===== src/rtl/beta_loader.sv =====
// beta_loader: boot-time loader sitting in front of the beta core.
// It takes a byte stream of commands:
//   'I' addr16 cnt16 payload : write cnt words of IW bits into instruction memory
//   'D' addr16 cnt16 payload : write cnt words of DW bits into data memory
//   'G'                      : release the core from reset (loader then idles for good)
// Any other header byte halts the loader in an error state until RESET.
// Ports:
//   clk, RESET (sync, active-low)
//   in_valid/in_data/in_ready               byte stream handshake
//   imem_we/imem_addr/imem_wdata            instruction memory write port
//   dmem_we/dmem_addr/dmem_wdata            data memory write port
//   cpu_reset                               active-high reset to the core
//   load_done/load_error                    status
module beta_loader #(
   parameter int IMEM_AW = 10,
   parameter int DMEM_AW = 8,
   parameter int IW      = 32,
   parameter int DW      = 128
) (
   input  logic               clk,
   input  logic               RESET,
   input  logic               in_valid,
   input  logic [7:0]         in_data,
   output logic               in_ready,
   output logic               imem_we,
   output logic [IMEM_AW-1:0] imem_addr,
   output logic [IW-1:0]      imem_wdata,
   output logic               dmem_we,
   output logic [DMEM_AW-1:0] dmem_addr,
   output logic [DW-1:0]      dmem_wdata,
   output logic               cpu_reset,
   output logic               load_done,
   output logic               load_error
);

   localparam int SW  = (IW > DW) ? IW : DW;
   localparam int BCW = $clog2(SW / 8) + 1;
   localparam logic [BCW-1:0] ILAST = BCW'(IW / 8 - 1);
   localparam logic [BCW-1:0] DLAST = BCW'(DW / 8 - 1);

   typedef enum logic [2:0] {
      S_IDLE, S_ADDR_HI, S_ADDR_LO, S_CNT_HI, S_CNT_LO, S_PAYLOAD, S_RUN, S_ERROR
   } state_t;

   state_t             state_q, state_d;
   logic               tgt_q, tgt_d;          // 1 = dmem target
   logic [15:0]        addr_q, addr_d;
   logic [15:0]        cnt_q, cnt_d;
   logic [BCW-1:0]     bcnt_q, bcnt_d;
   // Holds all previously accepted payload bytes; the incoming byte completes the word.
   logic [SW-9:0]      word_q, word_d;
   logic [SW-1:0]      full;
   logic               imem_we_q, imem_we_d;
   logic [IMEM_AW-1:0] imem_addr_q, imem_addr_d;
   logic [IW-1:0]      imem_wdata_q, imem_wdata_d;
   logic               dmem_we_q, dmem_we_d;
   logic [DMEM_AW-1:0] dmem_addr_q, dmem_addr_d;
   logic [DW-1:0]      dmem_wdata_q, dmem_wdata_d;
   logic               accept;

   assign in_ready = RESET && (state_q != S_RUN) && (state_q != S_ERROR);
   assign accept   = in_valid && in_ready;
   assign full     = {word_q, in_data};

   always_comb begin
      state_d      = state_q;
      tgt_d        = tgt_q;
      addr_d       = addr_q;
      cnt_d        = cnt_q;
      bcnt_d       = bcnt_q;
      word_d       = word_q;
      imem_we_d    = 1'b0;
      imem_addr_d  = imem_addr_q;
      imem_wdata_d = imem_wdata_q;
      dmem_we_d    = 1'b0;
      dmem_addr_d  = dmem_addr_q;
      dmem_wdata_d = dmem_wdata_q;
      if (accept) begin
         case (state_q)
            S_IDLE: begin
               case (in_data)
                  8'h49:   begin tgt_d = 1'b0; state_d = S_ADDR_HI; end
                  8'h44:   begin tgt_d = 1'b1; state_d = S_ADDR_HI; end
                  8'h47:   state_d = S_RUN;
                  default: state_d = S_ERROR;
               endcase
            end
            S_ADDR_HI: begin addr_d[15:8] = in_data; state_d = S_ADDR_LO; end
            S_ADDR_LO: begin addr_d[7:0]  = in_data; state_d = S_CNT_HI;  end
            S_CNT_HI:  begin cnt_d[15:8]  = in_data; state_d = S_CNT_LO;  end
            S_CNT_LO: begin
               cnt_d[7:0] = in_data;
               bcnt_d     = '0;
               state_d    = ({cnt_q[15:8], in_data} == 16'h0000) ? S_IDLE : S_PAYLOAD;
            end
            S_PAYLOAD: begin
               word_d = full[SW-9:0];
               if (bcnt_q == (tgt_q ? DLAST : ILAST)) begin
                  bcnt_d = '0;
                  addr_d = addr_q + 16'd1;
                  cnt_d  = cnt_q - 16'd1;
                  if (tgt_q) begin
                     dmem_we_d    = 1'b1;
                     dmem_addr_d  = addr_q[DMEM_AW-1:0];
                     dmem_wdata_d = full[DW-1:0];
                  end else begin
                     imem_we_d    = 1'b1;
                     imem_addr_d  = addr_q[IMEM_AW-1:0];
                     imem_wdata_d = full[IW-1:0];
                  end
                  if (cnt_q == 16'd1) state_d = S_IDLE;
               end else begin
                  bcnt_d = bcnt_q + 1'b1;
               end
            end
            default: ;
         endcase
      end
   end

   always_ff @(posedge clk) begin
      if (!RESET) begin
         state_q      <= S_IDLE;
         tgt_q        <= 1'b0;
         addr_q       <= '0;
         cnt_q        <= '0;
         bcnt_q       <= '0;
         word_q       <= '0;
         imem_we_q    <= 1'b0;
         imem_addr_q  <= '0;
         imem_wdata_q <= '0;
         dmem_we_q    <= 1'b0;
         dmem_addr_q  <= '0;
         dmem_wdata_q <= '0;
      end else begin
         state_q      <= state_d;
         tgt_q        <= tgt_d;
         addr_q       <= addr_d;
         cnt_q        <= cnt_d;
         bcnt_q       <= bcnt_d;
         word_q       <= word_d;
         imem_we_q    <= imem_we_d;
         imem_addr_q  <= imem_addr_d;
         imem_wdata_q <= imem_wdata_d;
         dmem_we_q    <= dmem_we_d;
         dmem_addr_q  <= dmem_addr_d;
         dmem_wdata_q <= dmem_wdata_d;
      end
   end

   assign imem_we    = imem_we_q;
   assign imem_addr  = imem_addr_q;
   assign imem_wdata = imem_wdata_q;
   assign dmem_we    = dmem_we_q;
   assign dmem_addr  = dmem_addr_q;
   assign dmem_wdata = dmem_wdata_q;
   assign cpu_reset  = (state_q != S_RUN);
   assign load_done  = (state_q == S_RUN);
   assign load_error = (state_q == S_ERROR);

endmodule


===== config.mk =====
export PLATFORM = sky130hd
export DESIGN_NAME = beta_loader
export DESIGN_NICKNAME = d
export VERILOG_FILES = /design/src/rtl/beta_loader.sv
export SDC_FILE = /design/constraint.sdc
export NUM_CORES = 1
export LEC_CHECK = 0
export BUFFER_PORTS_ARGS = -buffer_cell sky130_fd_sc_hd__buf_2
export CORE_ASPECT_RATIO = 1.1
export CORE_MARGIN = 2
export CORE_UTILIZATION = 55
export DETAILED_ROUTE_END_ITERATION = 8
export PLACE_DENSITY_LB_ADDON = 0.1
export SYNTH_ARGS = -nofsm -noshare
export SYNTH_HDL_FRONTEND = slang
export SYNTH_SLANG_ARGS = --single-unit

===== constraint.sdc =====
create_clock -name clk -period 5.1 [get_ports clk]
set_input_delay 0.51 -clock clk [delete_from_list [all_inputs] [get_ports clk]]
set_output_delay 0.51 -clock clk [all_outputs]
set_load 0.05 [all_outputs]

==> results of run 1 <==
## area by class of cell
cell class | instances | area (µm²) | share of cell area (%)
inverter | 7 | 41.29 | 0.2870
multi-input combinational | 1140 | 5182 | 36.03
sequential | 335 | 6706 | 46.62
timing repair buffer | 203 | 1051 | 7.306
clock buffer | 44 | 904.6 | 6.289
clock inverter | 11 | 130.1 | 0.9046
tap | 295 | 369.1 | 2.566
## layer usage
metal | routed length [µm] | vias up | global-route usage (%)
li1 | - | 5517 | -
met5 | 0 | - | 0
met3 | 1765 | 81 | 3.362
met4 | 924 | 0 | 8.260
met2 | 14630 | 340 | 40.65
met1 | 13540 | 5116 | 33.84
## registers in the layout, summed over array words and instances, names as in the netlist
signal      count
imem_we         1
imem_wdata     32
cnt_q          16
dmem_we         1
word_q        120
dmem_wdata    128
dmem_addr       8
imem_addr      10
tgt_q           1
addr_q         10
bcnt_q          5
state_q         3
## power breakdown
part / leakage, nW / total [mW] / switching [mW] / internal [mW]
Sequential: 2.70 / 2.64 / 0.0156 / 2.62
Clock: 0.519 / 2.34 / 0.960 / 1.38
Combinational: 2.14 / 0.151 / 0.114 / 0.0366
## logic make-up (layout without fill, tap and decap cells)
group           after synthesis  count (layout)  share of synthesized area, %
simple gates                737             737                         23.70
compound gates              394             394                         17.12
flops                       335             335                         54.09
buf+inv                     125             265                         4.329
fa+ha+maj                     4               4                        0.4037
xor+xnor                      4               4                        0.2826
mux                           1               1                       0.08074
## worst max-delay path, cell delays in order, from the launching register on
cell and delay (ns):
dfxtp_1 0.37, or3_4 0.42, a21oi_2 0.36, nand3_4 0.53, inv_4 0.84, buf_12 0.34
nand2_1 0.09, a21oi_1 0.14
## stage by stage
stage | setup WS, ns | hold WS, ns | power (mW) | cells
floorplan | 2.914 | 0.4321 | 2.805 | 1600
global placement | 1.828 | 0.4395 | 2.846 | 1980
finish | 1.833 | 0.2729 | 5.125 | 2035
CTS | 1.865 | 0.2575 | 5.159 | 2035
detailed placement | 1.736 | 0.4431 | 2.846 | 1980
global route | 1.573 | 0.2791 | 5.283 | 2035
## final timing paths
path,startpoint,to,cells after the start
worst max-delay path,tgt_q,dmem_addr[3],7
worst min register to register,dmem_wdata[88],dmem_wdata[88],2
worst min-delay path,in_data[2],imem_wdata[2],3
worst max register to register,tgt_q,dmem_addr[3],7
## synth_stat cells, types with 3 or more instances
cell type  instances  area share [%]
o21ai_0           27             1.1
buf_2             23            0.93
or3_1              3            0.15
and2_1             3            0.15
nand2b_1           8            0.40
o31ai_1            8            0.48
a32o_1             6            0.48
buf_6              4            0.36
nand2_1          636              19
o41ai_1            3            0.21
clkbuf_1          90             2.7
nand4_1            9            0.45
nor3_1            11            0.44
nor3b_1            3            0.18
nor2_1            30            0.91
o31a_1             3            0.21
dfxtp_1          335              54
a21oi_1          320              13
ha_1               4            0.40
xor2_1             3            0.21
or2_2              3            0.15
o21a_1             3            0.18
inv_1              5            0.15
a31oi_1            6            0.30
nor4_1             5            0.25
nand3_1           14            0.57
==> results_dict.tcl, run 1 <==
set metrics [dict create \
    fillers 1968 \
    dr_total_vias 11050 \
    drt-total-wl_mm 30.86 \
    cts_buffers 31 \
    die_h_um 161.5 \
    drtAntennaViolNets 0 \
    drv_cap 0 \
    crit_path_max_fanout 79 \
    arrival_ns 3.73 \
    nets 1733 \
    drt_iter0_markers 753 \
    cts_tree "built" \
    placed_area_um2 13350 \
    drc 0 \
    die_w_um 147.2 \
    cts_resized 0 \
    ctsHoldBuffers 0 \
    dieArea_um2 23760 \
    grt_first_pass_wirelength_mm 49.56 \
    grt_pass1_vias 9944 \
    overflow 0 \
    ys.flop_type "dfxtp_1" \
    syn_inst 1600 \
    cts_root_buf "clkbuf_16" \
    core_um2 22110 \
    cp-start-kind "flip-flop" \
    rsz0062_at_grt "no" \
    slew_violations 0 \
    finalHoldViolations 0 \
    mostFrequentLayoutCell "nand2_1" \
    slew_headroom_pct 26.51 \
    drtPass1Iterations 5 \
    syn-cell-area_um2 12400 \
    cp-end-kind "flip-flop" \
    wl_per_cell_um 15.16 \
    drive_above_1_share_pct 15.40 \
    portBuffers 194 \
    synth.avg_cell_area_um2 7.749 \
    r2r_setup_slack_ns 1.83 \
    track_usage_pct 24.74 \
    irDropWorstVdd_v 0.0003038 \
    num_rows 57 \
    synth-edff-count 0 \
    grt_max_degree 112 \
    critical_path_class "reg2reg" \
    fmax_mhz 306.1 \
    antenna_found_initial 0 \
    synth_seq_area_share_pct 54.09 \
    synth_nets 1615 \
    finalCritPeriodShare_pct 64.05 \
    setup-tns-final_ns 0 \
    place_congestion 0.8868 \
    finalSetupViolations 0 \
    diodes 0 \
    start_util_pct 56.08 \
    min_path_type "in2reg" \
    fin_crit_ns 3.267 \
    clock_sinks 335 \
    hpwlAfterDp_mm 19.04 \
    stdcell_area_um2 14390 \
    leakagePower_nw 5.356 \
    yosysWarnings 0 \
    fin_skew_ns 0.01148 \
    final_util_pct 65.07 \
    ios 195 \
    pwr_density_cell_nw_per_um2 356.3 \
    clkLatencyLatePin_ns 0.55 \
    worst_slew_pin_slew_ns 1.102 \
    cts_setup_buffers 0 \
    cts_buffer_depth 3 \
    status "finished, final reports clean" \
    h-tree-depth 1 \
    routed_via_density 5.432 \
    layout.cells.most_common_list "nand2_1 (635), dfxtp_1 (335), a21oi_1 (320), buf_2 (194), clkbuf_16 (31)" \
    synth_cell_type_count 55 \
    worstPathRequired_ns 5.56 \
    area_growth_pct 16.03 \
    path_clk_slew_ns 0.06 \
    ys_async_sr_fraction_pct 0 \
    ys_ff_latch 335 \
]
Note: power is estimated with default switching activity, not from simulation.
==> run 2, diff against run 1 <==
==> constraint.sdc (replaced) <==
create_clock -name clk -period 3.3 [get_ports clk]
set_input_delay 0.33 -clock clk [delete_from_list [all_inputs] [get_ports clk]]
set_output_delay 0.33 -clock clk [all_outputs]
set_load 0.05 [all_outputs]
==> results_dict.tcl, run 2 (synthesis gave the netlist of run 1 again) <==
set metrics [dict create \
    status "finished, final reports clean" \
    drc 0 \
    crit_path_max_fanout 43 \
    dr_total_vias 10970 \
    arrival_ns 3.15 \
    min_from "in_data[2]" \
    num_rows 57 \
    crit_path_top_delay_cell "or3_1" \
    nets 1739 \
    cts_resized 0 \
    fin_crit_ns 2.720 \
    r2r_setup_slack_ns 0.58 \
    ctsHoldBuffers 0 \
    cp-end-kind "flip-flop" \
    crit_start "state_q[0]" \
    multi_input_area_um2 5182 \
    cts_buffers 34 \
    overflow 0 \
    hpwlAfterDp_mm 18.97 \
    antenna_found_initial 0 \
    layout.cells.most_common_list "nand2_1 (635), dfxtp_1 (335), a21oi_1 (320), buf_2 (194), clkbuf_16 (37)" \
    setup-tns-final_ns 0 \
    finalPower_mw 8.279 \
    rr_endpoint "imem_wdata[21]" \
    irDropWorstVdd_v 0.0004884 \
    finalCritPeriodShare_pct 82.42 \
    die_w_um 147.2 \
    die_h_um 161.5 \
    portBuffers 194 \
    drtAntennaViolNets 0 \
    largest_reg_flops 128 \
    cts_root_buf "clkbuf_16" \
    fillers 1949 \
    drv_cap 0 \
    start_util_pct 56.08 \
    wl_per_cell_um 15.25 \
    p_sw_share_pct 21.07 \
    rsz0062_at_grt "no" \
    clkLatencyLatePin_ns 0.51 \
    cts_setup_buffers 0 \
    ios 195 \
    finalSetupViolations 0 \
    diodes 0 \
    mostFrequentLayoutCell "nand2_1" \
    p_clk_share_pct 47.8 \
    cts_tree "built" \
    fmax_mhz 367.6 \
    path_clk_slew_ns 0.06 \
    final_util_pct 65.92 \
    rr_worst_depth 6 \
    pwr-share-comb_pct 2.9 \
    seqCellArea_um2 6706 \
    cp-start-kind "flip-flop" \
    finalHoldViolations 0 \
    clock_sinks 335 \
    critical_path_class "reg2reg" \
    core_um2 22110 \
    p_sw_mw 1.744 \
    seqPwrFrac_pct 49.3 \
    dieArea_um2 23760 \
    worstPathRequired_ns 3.73 \
    endpoint "imem_wdata[21]" \
    r2r-start "state_q[0]" \
    area_growth_pct 17.55 \
    drtPass1Iterations 5 \
    min_path_type "in2reg" \
    h-tree-depth 2 \
    drive_above_1_share_pct 15.79 \
    cts_buffer_depth 3 \
    fin_skew_ns 0.01038 \
    grt_first_pass_wirelength_mm 50.44 \
    slew_headroom_pct 37.09 \
    worst_slew_pin_slew_ns 0.9437 \
    drt-total-wl_mm 31.15 \
    critPathMaxStageDelay_ns 0.72 \
    track_usage_pct 25.23 \
    grt_max_degree 151 \
    pwr_density_cell_nw_per_um2 568.1 \
    leakagePower_nw 5.443 \
    crit_chain "and3b_1 > nand2_4 > or3_1 > clkinv_4 > nand2_1 > a21oi_1" \
    grt_pass1_vias 10090 \
    routed_via_density 5.370 \
    place_congestion 0.9214 \
    slew_violations 0 \
    drt_iter0_markers 693 \
    intPower_mw 6.535 \
]
-- run 2: changes by cell type in the layout (fill, tap and decap cells not counted) --
cell / change
buf_4: +1
clkbuf_8: +2
inv_6: +1
bufinv_16: -1
buf_12: +2
clkinv_2: -3
clkbuf_16: +6
-- run 2: worst min-delay path by stage --
stage,end,depth (start not counted)
final,imem_wdata[2],3
after global routing,imem_wdata[2],3
after CTS,imem_wdata[2],3
after detailed placement,dmem_wdata[63],2
after global placement,imem_wdata[7],2
after floorplan,dmem_wdata[127],2
-- run 2: per-stage QoR --
stage	area, µm²	std cells	setup slack, ns	hold slack [ns]
2_1_floorplan	12400	1600	1.436	0.4321
3_3_place_gp	13400	1983	0.6858	0.4397
3_5_place_dp	13400	1983	0.6154	0.4431
4_1_cts	14570	2043	0.6016	0.1032
5_1_grt	14570	2043	0.3269	0.1330
6_report	14570	2043	0.5800	0.1167
-- run 2: power groups by stage --
| stage | Combinational [mW] | Sequential (mW) | Clock, mW |
|---|---|---|---|
| CTS | 0.237 | 4.08 | 4.03 |
| global route | 0.261 | 4.08 | 4.19 |
| floorplan | 0.180 | 4.16 | 0 |
| detailed placement | 0.236 | 4.17 | 0 |
| finish | 0.239 | 4.08 | 3.96 |
| global placement | 0.237 | 4.17 | 0 |
-- run 2: area by class of cell --
cell class | instances | area share (%)
flip-flops and latches | 335 | 46.02
multi-input cells | 1140 | 35.56
repair buffers | 206 | 7.538
clock buffers | 52 | 7.426
well taps | 295 | 2.533
clock inverters | 8 | 0.6439
inverters | 7 | 0.2833
-- run 2: critical path, delay by kind of cell, from the launching register on --
kind,cells,cell delay (ns)
buf+inv,1,0.42
flops,1,0.56
compound gates,1,0.14
simple gates,4,1.49
-- run 2: per-layer routing --
| metal | global-route usage [%] | routed length [µm] |
|---|---|---|
| met5 | 0 | 0 |
| met4 | 7.037 | 637 |
| met3 | 4.153 | 1707 |
| met2 | 42.84 | 15270 |
| met1 | 33.42 | 13530 |
==> run 3, diff against run 2 <==
--- a/config.mk
+++ b/config.mk
@@ -5,6 +5,7 @@
 export SDC_FILE = /design/constraint.sdc
 export NUM_CORES = 1
 export LEC_CHECK = 0
+export ABC_AREA = 1
 export BUFFER_PORTS_ARGS = -buffer_cell sky130_fd_sc_hd__buf_2
 export CORE_ASPECT_RATIO = 1.1
 export CORE_MARGIN = 2
==> constraint.sdc (replaced) <==
create_clock -name clk -period 2.8 [get_ports clk]
set_input_delay 0.28 -clock clk [delete_from_list [all_inputs] [get_ports clk]]
set_output_delay 0.28 -clock clk [all_outputs]
set_load 0.05 [all_outputs]
==> results_dict.tcl, run 3 <==
set metrics [dict create \
    synth.top_cells.by_count "nor2_1 (529), dfxtp_1 (335), o21ai_0 (248)" \
    fin_crit_ns 2.105 \
    finalCritPeriodShare_pct 75.17 \
    place_congestion 0.8390 \
    largest_reg_flops 128 \
    cts_tree "built" \
    cp-end-kind "flip-flop" \
    antenna_found_initial 0 \
    intPower_mw 7.663 \
    overflow 0 \
    num_rows 58 \
    cts_buffer_depth 3 \
    finalHoldViolations 0 \
    drt-total-wl_mm 32.05 \
    slew_violations 0 \
    synth_most_common_cell "nor2_1" \
    setup_slack_ns 0.6951 \
    fin_skew_ns 0.01031 \
    finalSetupViolations 0 \
    synth_area_leaders "dfxtp_1 (52%), nor2_1 (15%), o21ai_0 (9.6%)" \
    pwr-share-comb_pct 4.8 \
    critPathMaxStageDelay_ns 0.46 \
    synth_mux_area_share_pct 0 \
    die_h_um 164.6 \
    stdcell_area_um2 14990 \
    mostFrequentLayoutCell "nor2_1" \
    portBuffers 194 \
    rr_endpoint "cnt_q[11]" \
    synth_simple_gate_area_share_pct 24.52 \
    yosysWarnings 0 \
    clkLatencyLatePin_ns 0.57 \
    pwr_density_cell_nw_per_um2 656.1 \
    drv_cap 0 \
    hold_depth 3 \
    ctsHoldBuffers 0 \
    drive_above_1_share_pct 14.49 \
    track_usage_pct 25.28 \
    cts_setup_buffers 0 \
    synth_seq_area_share_pct 52.01 \
    grt_first_pass_wirelength_mm 51.42 \
    die_w_um 150.0 \
    ios 195 \
    slew_headroom_pct 31.92 \
    synth_top_cell_by_area "dfxtp_1" \
    synth_top_family_by_area "simple AND/OR/NAND/NOR gates" \
    core_um2 22930 \
    cts_resized 0 \
    seqPwrFrac_pct 49.3 \
    p_clk_share_pct 45.8 \
    area_growth_pct 16.27 \
    dr_total_vias 11470 \
    final_util_pct 65.38 \
    cts_buffers 31 \
    crit_chain "inv_1 > nor2_1 > nand2_1 > buf_4 > nand2_2 > nand3_1 > inv_1 > nand3_1 > nand2_1 > inv_1" \
    crit_path_frequent_cell "inv_1" \
    synth_cell_type_count 31 \
    irDropWorstVdd_v 0.0004914 \
    layout.cells.most_common_list "nor2_1 (529), dfxtp_1 (335), o21ai_0 (248), nand2_1 (213), buf_2 (193)" \
    min_path_type "in2reg" \
    diodes 0 \
    rr_worst_depth 10 \
    synth-compound-area-share_pct 14.63 \
    hpwlAfterDp_mm 20.73 \
    p_sw_share_pct 22.09 \
    arrival_ns 2.58 \
    critical_path_class "reg2reg" \
    worst_slew_pin_slew_ns 1.021 \
    worstPathRequired_ns 3.27 \
    crit_path_top_delay_cell "dfxtp_1" \
    finalPower_mw 9.836 \
    drtAntennaViolNets 0 \
    fmax_mhz 475.1 \
    synth_top_area_share_pct 52.01 \
    p_sw_mw 2.173 \
    hold_end "imem_wdata[2]" \
    ys_ff_latch 335 \
    placed_area_um2 13890 \
    clock_sinks 335 \
    r2r_setup_slack_ns 0.70 \
    synth_xor_area_share_pct 0.6113 \
    cp-start-kind "flip-flop" \
    leakagePower_nw 6.770 \
    dieArea_um2 24690 \
    routed_via_density 5.155 \
    synth_nets 1780 \
    path_clk_slew_ns 0.07 \
    setup-tns-final_ns 0 \
    start_util_pct 56.23 \
    ys_async_sr_fraction_pct 0 \
    h-tree-depth 1 \
    synth-edff-count 0 \
    min_from "RESET" \
    grt_max_degree 261 \
    crit_path_max_fanout 13 \
    nets 1918 \
    rsz0062_at_grt "no" \
    status "finished, final reports clean" \
    syn_inst 1765 \
    synth.avg_cell_area_um2 7.306 \
    synthAdderAreaFrac_pct 0.3881 \
    syn-cell-area_um2 12890 \
    cts_root_buf "clkbuf_16" \
    grt_pass1_vias 10320 \
    drc 0 \
    drtPass1Iterations 8 \
    drt_iter0_markers 688 \
    dp_slack_ns 0.6868 \
    r2r-start "state_q[0]" \
    ys.flop_type "dfxtp_1" \
    wl_per_cell_um 14.41 \
]
## run 3: worst max-delay path by stage
stage	start	to	slack, ns
4_1_cts	state_q[0]	cnt_q[11]	0.69
3_5_place_dp	state_q[0]	cnt_q[11]	0.69
2_1_floorplan	RESET	cnt_q[10]	0.51
5_1_grt	state_q[0]	cnt_q[10]	0.30
3_3_place_gp	state_q[0]	cnt_q[11]	0.76
6_report	state_q[0]	cnt_q[11]	0.70
## run 3: worst max-delay path, delay by kind of cell, from the launching register on
family | cells | cell delay, ns
flops | 1 | 0.46
simple gates | 6 | 0.99
buf+inv | 4 | 0.58
## run 3: cells by family (layout without fill, tap and decap cells)
| kind of cell | count (synthesis) | in the layout |
|---|---|---|
| compound gates | 376 | 376 |
| xor+xnor | 9 | 9 |
| fa+ha+maj | 4 | 4 |
| buf+inv | 232 | 392 |
| flops | 335 | 335 |
| simple gates | 809 | 809 |
## run 3: power by group through the flow
stage	clock network, mW	registers (mW)	logic (mW)
finish	4.51	4.85	0.473
global route	4.79	4.86	0.543
CTS	4.57	4.85	0.469
detailed placement	0	4.96	0.467
global placement	0	4.96	0.463
floorplan	0	4.95	0.355
## run 3: stage by stage
step	hold WS, ns	std cells
final	0.03639	2225
after global routing	0.03711	2225
after CTS	0.01839	2225
after detailed placement	0.4649	2170
after global placement	0.4550	2170
after floorplan	0.4149	1765
## run 3: layout make-up
| class | count | area [µm²] |
|---|---|---|
| clock buffers | 44 | 904.6 |
| clock inverters | 11 | 201.4 |
| fillers | 2116 | 7939 |
| inverters | 127 | 480.5 |
| multi-input cells | 1198 | 5187 |
| flip-flops and latches | 335 | 6706 |
| well taps | 300 | 375.4 |
| repair buffers | 210 | 1137 |
## run 3: routing by layer
layer | GRT usage [%] | vias up | share of wire [%]
li1 | - | 5844 | -
met1 | 34.61 | 5266 | 45
met2 | 40.60 | 317 | 45
met3 | 5.773 | 42 | 7.7
met4 | 6.389 | 0 | 1.7
met5 | 0 | - | 0
